[config.mk]
export PLATFORM = sky130hd
export DESIGN_NAME = writeback_ctrl_flat
export DESIGN_NICKNAME = d
export VERILOG_FILES = /design/src/rtl/writeback_ctrl_if.sv /design/src/rtl/writeback_ctrl.sv /design/src/flat_wrapper.sv
export SDC_FILE = /design/constraint.sdc
export NUM_CORES = 1
export LEC_CHECK = 0
export CORE_UTILIZATION = 48
export DETAILED_ROUTE_END_ITERATION = 12
export PLACE_DENSITY = 0.92
export SYNTH_ARGS = -nofsm -noshare
export SYNTH_HDL_FRONTEND = slang
export SYNTH_SLANG_ARGS = --single-unit
[constraint.sdc]
create_clock -name clk -period 2.7 [get_ports clk]
set_input_delay 0.27 -clock clk [delete_from_list [all_inputs] [get_ports clk]]
set_output_delay 0.27 -clock clk [all_outputs]
set_load 0.1 [all_outputs]
[src/rtl/writeback_ctrl_if.sv]
// rtl/writeback_ctrl_if.sv - producer, issue, query and register-file write-port signals of writeback_ctrl
interface writeback_ctrl_if #(
    parameter int XLEN = 32
);
    logic            alu_valid;
    logic            alu_ready;
    logic [4:0]      alu_rd;
    logic [XLEN-1:0] alu_data;
    logic            mem_valid;
    logic            mem_ready;
    logic [4:0]      mem_rd;
    logic [XLEN-1:0] mem_data;
    logic            issue_valid;
    logic [4:0]      issue_rd;
    logic [4:0]      regaddr1;
    logic [4:0]      regaddr2;
    logic            busy1;
    logic            busy2;
    logic            write_enable;
    logic [4:0]      write;
    logic [XLEN-1:0] data;

    modport slave (
        input  alu_valid, alu_rd, alu_data,
        input  mem_valid, mem_rd, mem_data,
        input  issue_valid, issue_rd, regaddr1, regaddr2,
        output alu_ready, mem_ready, busy1, busy2,
        output write_enable, write, data
    );

    modport master (
        output alu_valid, alu_rd, alu_data,
        output mem_valid, mem_rd, mem_data,
        output issue_valid, issue_rd, regaddr1, regaddr2,
        input  alu_ready, mem_ready, busy1, busy2,
        input  write_enable, write, data
    );
endinterface

[src/rtl/writeback_ctrl.sv]
// rtl/writeback_ctrl.sv - ALU/MEM writeback arbiter with registered write port and busy scoreboard
module writeback_ctrl #(
    parameter int XLEN         = 32,
    parameter int STARVE_LIMIT = 4
) (
    input  logic             clk,
    input  logic             rst_n,
    writeback_ctrl_if.slave  bus
);
    localparam int CW = $clog2(STARVE_LIMIT + 1);

    logic [CW-1:0]   starve_cnt;
    logic [CW-1:0]   starve_nxt;
    logic            force_alu;
    logic            grant_valid;
    logic [4:0]      grant_rd;
    logic [XLEN-1:0] grant_data;
    logic [31:0]     busy;
    logic [31:0]     busy_nxt;

    // MEM wins by default; a long-blocked ALU result is let through once.
    assign force_alu     = (starve_cnt == CW'(STARVE_LIMIT));
    assign bus.mem_ready = bus.mem_valid & ~force_alu;
    assign bus.alu_ready = bus.alu_valid & (~bus.mem_valid | force_alu);

    assign bus.busy1 = busy[bus.regaddr1];
    assign bus.busy2 = busy[bus.regaddr2];

    always_comb begin
        grant_valid = bus.alu_ready | bus.mem_ready;
        grant_rd    = bus.mem_rd;
        grant_data  = bus.mem_data;
        if (bus.alu_ready) begin
            grant_rd   = bus.alu_rd;
            grant_data = bus.alu_data;
        end
    end

    always_comb begin
        starve_nxt = '0;
        if (bus.alu_valid & bus.mem_valid & bus.mem_ready)
            starve_nxt = starve_cnt + CW'(1);
    end

    // Clear on commit, then set on issue so a new producer overrides the retiring one.
    always_comb begin
        busy_nxt = busy;
        if (bus.write_enable)
            busy_nxt[bus.write] = 1'b0;
        if (bus.issue_valid && bus.issue_rd != 5'd0)
            busy_nxt[bus.issue_rd] = 1'b1;
        busy_nxt[0] = 1'b0;
    end

    always_ff @(posedge clk or negedge rst_n) begin
        if (!rst_n) begin
            starve_cnt       <= '0;
            busy             <= '0;
            bus.write_enable <= 1'b0;
            bus.write        <= 5'd0;
            bus.data         <= '0;
        end else begin
            starve_cnt       <= starve_nxt;
            busy             <= busy_nxt;
            bus.write_enable <= grant_valid & (grant_rd != 5'd0);
            if (grant_valid) begin
                bus.write <= grant_rd;
                bus.data  <= grant_data;
            end
        end
    end
endmodule

[src/flat_wrapper.sv]
// flat-port wrapper written by rule: the top's interface ports become plain ports
module writeback_ctrl_flat 
#(
    parameter int XLEN         = 32,
    parameter int STARVE_LIMIT = 4
)
  (clk, rst_n, bus_alu_valid, bus_alu_rd, bus_alu_data, bus_mem_valid, bus_mem_rd, bus_mem_data, bus_issue_valid, bus_issue_rd, bus_regaddr1, bus_regaddr2, bus_alu_ready, bus_mem_ready, bus_busy1, bus_busy2, bus_write_enable, bus_write, bus_data);
  writeback_ctrl_if #(.XLEN(XLEN)) bus_i ();
  input  logic clk;
  input  logic rst_n;
  input wire logic [$bits(bus_i.alu_valid)-1:0] bus_alu_valid;
  input wire logic [$bits(bus_i.alu_rd)-1:0] bus_alu_rd;
  input wire logic [$bits(bus_i.alu_data)-1:0] bus_alu_data;
  input wire logic [$bits(bus_i.mem_valid)-1:0] bus_mem_valid;
  input wire logic [$bits(bus_i.mem_rd)-1:0] bus_mem_rd;
  input wire logic [$bits(bus_i.mem_data)-1:0] bus_mem_data;
  input wire logic [$bits(bus_i.issue_valid)-1:0] bus_issue_valid;
  input wire logic [$bits(bus_i.issue_rd)-1:0] bus_issue_rd;
  input wire logic [$bits(bus_i.regaddr1)-1:0] bus_regaddr1;
  input wire logic [$bits(bus_i.regaddr2)-1:0] bus_regaddr2;
  output wire logic [$bits(bus_i.alu_ready)-1:0] bus_alu_ready;
  output wire logic [$bits(bus_i.mem_ready)-1:0] bus_mem_ready;
  output wire logic [$bits(bus_i.busy1)-1:0] bus_busy1;
  output wire logic [$bits(bus_i.busy2)-1:0] bus_busy2;
  output wire logic [$bits(bus_i.write_enable)-1:0] bus_write_enable;
  output wire logic [$bits(bus_i.write)-1:0] bus_write;
  output wire logic [$bits(bus_i.data)-1:0] bus_data;
  assign bus_i.alu_valid = bus_alu_valid;
  assign bus_i.alu_rd = bus_alu_rd;
  assign bus_i.alu_data = bus_alu_data;
  assign bus_i.mem_valid = bus_mem_valid;
  assign bus_i.mem_rd = bus_mem_rd;
  assign bus_i.mem_data = bus_mem_data;
  assign bus_i.issue_valid = bus_issue_valid;
  assign bus_i.issue_rd = bus_issue_rd;
  assign bus_i.regaddr1 = bus_regaddr1;
  assign bus_i.regaddr2 = bus_regaddr2;
  assign bus_alu_ready = bus_i.alu_ready;
  assign bus_mem_ready = bus_i.mem_ready;
  assign bus_busy1 = bus_i.busy1;
  assign bus_busy2 = bus_i.busy2;
  assign bus_write_enable = bus_i.write_enable;
  assign bus_write = bus_i.write;
  assign bus_data = bus_i.data;
  writeback_ctrl #(.XLEN(XLEN), .STARVE_LIMIT(STARVE_LIMIT)) u_core (.clk(clk), .rst_n(rst_n), .bus(bus_i));
endmodule
# Word-level counts from Yosys, hierarchy flattened
# Cells that the tools add are included.
# word_totals
regBits	72
inputBits	94
output_inout_bits	42
wordCells	43
# op_classes
n_addsub	1
magnitude_cmp	6
eq_ne	1
mux	13
n_bitwise	12
reduce_logical	5
# ops
operator	n
$mux W32	3
$and A32 B32 Y32	1
$not A32 Y32	1
$or A32 B32 Y32	1
$lt A5 B6 Y1 const B	4
$bmux W1 S5	2
$demux W1 S5	2
$ge A5 B1 Y1 const B	2
$reduce_bool A5 Y1	2
$and A1 B1 Y1	5
$mux W5	1
$mux W1	4
$add A3 B1 Y3 const B	1
$eq A3 B3 Y1 const B	1
$logic_and A1 B1 Y1	3
$mux W3	1
$not A1 Y1	2
$or A1 B1 Y1	2

# Logic depth before layout (Yosys ltp)
# depth
ltp_word	9
ltp_mapped	6
mapped_depth_nobuf	5

# Worst setup path before layout
# Ideal clock, no wire load.
# synth_timing
path_kind	register -> output
from	register u_core.starve_cnt[0]
to	output bus_alu_ready
arrival_time_ns	2.229
required_ns	2.430
slack_ns	0.201
stages_incl_launch_ff	6
path_buffers	1
cell_sequence	dfrtp_1 > inv_1 > ha_1 > a21boi_1 > clkbuf_1 > nor2b_1
# synth_via
elab_chain_len	3
# synth_lines
element	line	text
from (decl)	writeback_ctrl.sv:12	logic [CW-1:0] starve_cnt;
from (signal assigned)	writeback_ctrl.sv:63	starve_cnt <= starve_nxt;
$eq A3 B3 Y1	writeback_ctrl.sv:22	assign force_alu = (starve_cnt == CW'(STARVE_LIMIT));
$or A1 B1 Y1	writeback_ctrl.sv:24	assign bus.alu_ready = bus.alu_valid & (~bus.mem_valid | force_alu);
$and A1 B1 Y1	writeback_ctrl.sv:24	
to (decl)	flat_wrapper.sv:21	output wire logic [$bits(bus_i.alu_ready)-1:0] bus_alu_ready;
# No other way between the ends.

# Worst setup path after layout
# layout_timing
from	input bus_regaddr1[0]
to	output bus_busy1
# layout_via
elab_chain_len	2
# layout_lines
element	line	text
from (decl)	flat_wrapper.sv:19	input wire logic [$bits(bus_i.regaddr1)-1:0] bus_regaddr1;
$bmux W1 S5	writeback_ctrl.sv:26	assign bus.busy1 = busy[bus.regaddr1];
$mux W1 (implied by the code)	writeback_ctrl.sv:26	
to (decl)	flat_wrapper.sv:23	output wire logic [$bits(bus_i.busy1)-1:0] bus_busy1;
# No other way between the ends. The select of a mux whose other input is x is not followed.

==> reports/metrics.csv <==
stage,metric,value,unit
timing,tightest_slew,0.768,ns
floorplanning,die_y,90.2,um
timing,max_freq,419,MHz
grt,grt_usage,0.280,
timing,slew_viol_final,0,
timing,rsz0062_at_grt,false,
power,totalPowerFinal,3570,uW
grt,antenna_found_initial,0,
timing,fin_setup_tns,0,ns
critical_path,cp.arrival,2.12,ns
yosys,synth_top_area_frac,0.483,
worst_hold_path,holdCritPathClass,in -> async,
yosys,yosys.cell_types.count,27,
place,routabilityCongestion,0.860,
power,power_frac_seq,0.424,
clock_network,hold_buffers,0,
status,status,finished with violations,
cells_and_area,drive_gt1_frac,0.149,
yosys,netlist_top_cells_count,"o21ai_0, dfrtp_1, mux2i_1",
yosys,yosys_warnings,0,
yosys,synthesis.area,3730,sq um
timing,fin_crit_sh,0.884,
floorplanning,rows,31,
clock_network,htree_levels,3,
floorplanning,initial_core_util,0.506,
place,placed_area,5120,sq um
clock_network,cts-buffers-inserted,9,
clock_network,clkTransAtPathRegs,0.07,ns
grt,grt_max_degree,52,
yosys,synthCells,375,
floorplanning,die_w,90.2,um
power,combPwrFrac,0.364,
cells_and_area,multiInputGateArea,1830,sq um
power,p_per_area,673,nW/um^2
floorplanning,die-area,8130,sq um
grt,gr-total-overflow,0,
critical_path,r2r-start,u_core.starve_cnt[0],
timing,hold_viol,1,
critical_path,endpoint_kind,output port,
grt,grt_pass1_wl,17900,um
yosys,syn_nets,471,
power,clkPwrFrac,0.211,
grt,grt_pass1_vias,3699,
cells_and_area,ff_latch_area,1800,sq um
clock_network,cts_tree,done,
drt,postRouteAntennaNets,0,
power,power.share.switching,0.402,
place,io_buffers,135,
floorplanning,num_io_pins,136,
cells_and_area,antenna_cells,0,
timing,slew_headroom,0.488,
power,irDropWorstVdd,0.391,mV
power,intPower,2130,uW
drt,via_per_inst,5.84,
timing,layout_min_cycle_time,2.39,ns
drt,vias,3551,
power,power_leakage,0.00227,uW
clock_network,insertion_delay,0.34,ns
critical_path,criticalPathCategory,in -> out,
clock_network,clock-sinks,72,
power,p_sw,1430,uW
yosys,yosysSeqAreaShare,0.483,
drt,drtPass1Iterations,5,
clock_network,postCtsSetupBuffers,0,
place,dp_hpwl,8410,um
critical_path,path_max_fanout,7,
clock_network,clock-root-buffer,clkbuf_8,
clock_network,post_cts_resized,0,
yosys,avgSynthCellArea,9.95,sq um
drt,wl,11200,um
critical_path,required,2.43,ns
cells_and_area,final_area,5300,sq um
drt,drt_iter0_markers,391,
yosys,synth-edff-count,0,
drt,drc,0,
yosys,yosysTopAreaCell,dfrtp_1,
yosys,ys_top_cells_by_area,"dfrtp_1, mux2i_1, o21ai_0",
cells_and_area,nets,600,
yosys,ys_async_sr_fraction,1.00,
timing,finalClockSkew,0.00324,ns
timing,hold_slack,-0.000339,ns
critical_path,start_kind,primary input,
status,violations,negative hold slack,
cells_and_area,area_delta_synth_final,41.9,%
yosys,synthMostInstantiatedCell,o21ai_0,
timing,setup_viol,0,
critical_path,crit_start,bus_regaddr1[0],
drt,wl_per_cell,18.4,um
yosys,ys_ff_latch,72,
clock_network,cts_buffer_depth,2,
floorplanning,core-area,7370,sq um
cells_and_area,fill_cells,505,
run,cap_violations,0,
yosys,synthFlopType,dfrtp_1,
state kept, by name (all words and copies together) (netlist names):
signal / cells
u_core.bus.data: 32
u_core.busy: 31
u_core.bus.write: 5
u_core.starve_cnt: 3
u_core.bus.write_enable: 1
cells in the final DEF, fill, tap and decap left out, types with 4 or more instances in the layout:
master and count:
clkinv_2 4, buf_12 6, inv_1 4, nand2_1 42, dfrtp_1 72, mux4_2 6
buf_4 41, nor2b_1 5, nor2_1 8, nand2b_1 4, clkdlybuf4s50_1 91, nand3_1 12
o21ai_0 102, clkbuf_8 10, nand3b_1 10, a22oi_1 4, mux2i_1 55, a21oi_1 6
or3b_2 4
routing by layer:
metal  up-vias  global-route usage  part of all wire
li1       1617                   -                 -
met1      1716               0.312              0.37
met5         -                   0                 0
met2       179               0.488              0.51
met4         0               0.153             0.034
met3        39              0.0736             0.083
logic make-up after synthesis:
group / share of synthesized area
AOI/OAI and AO/OA: 0.168
and+or+nand+nor: 0.128
DFF: 0.483
muxes: 0.184
buffers and inverters: 0.0288
adders and majority gates: 0.00670
xor gates and xnor gates: 0.00235
power by group through the flow:
stage	combinational (uW)	sequential, uW	clock (uW)
5_1_grt	1380	1540	800
3_5_place_dp	1300	1520	0
6_report	1300	1510	754
3_3_place_gp	1250	1510	0
4_1_cts	1300	1500	758
2_1_floorplan	495	1840	0
stage by stage:
step            util  hold WS, ns  cells  setup WS [ns]
5_1_grt        0.719       0.0420    608          0.190
2_1_floorplan      -      -0.0256    375          0.201
6_report       0.719    -0.000339    608          0.312
4_1_cts        0.719      0.00735    608          0.295
3_3_place_gp   0.695        0.369    592          0.309
3_5_place_dp   0.695        0.382    592          0.299
path summary, 6_finish.rpt:
check                                       end  cells past startpoint  slack (ns)
min                             u_core.busy[13]                      1     -0.0003
max                                   bus_busy1                      6        0.31
max reg2reg                  u_core.bus.data[5]                      5        0.99
max in group asynchronous   u_core.bus.data[23]                      2        2.03
min in group clk           u_core.starve_cnt[0]                      3        0.32
min reg2reg                u_core.starve_cnt[0]                      1        0.47
area by class of cell:
cell class                      count  share of cell area
Clock inverter                      6             0.00661
Sequential cell                    72               0.340
Inverter                            4             0.00283
Timing Repair Buffer              140               0.255
Tap cell                           99              0.0234
Multi-Input combinational cell    277               0.346
Clock buffer                       10              0.0260
worst max-delay path, stage by stage:
cell,delay (ns)
clkdlybuf4s50_1,0.66
mux4_2,0.55
nand2b_1,0.15
o211ai_1,0.11
nand4_1,0.17
buf_12,0.21
Power figures use the tool's default switching activity.
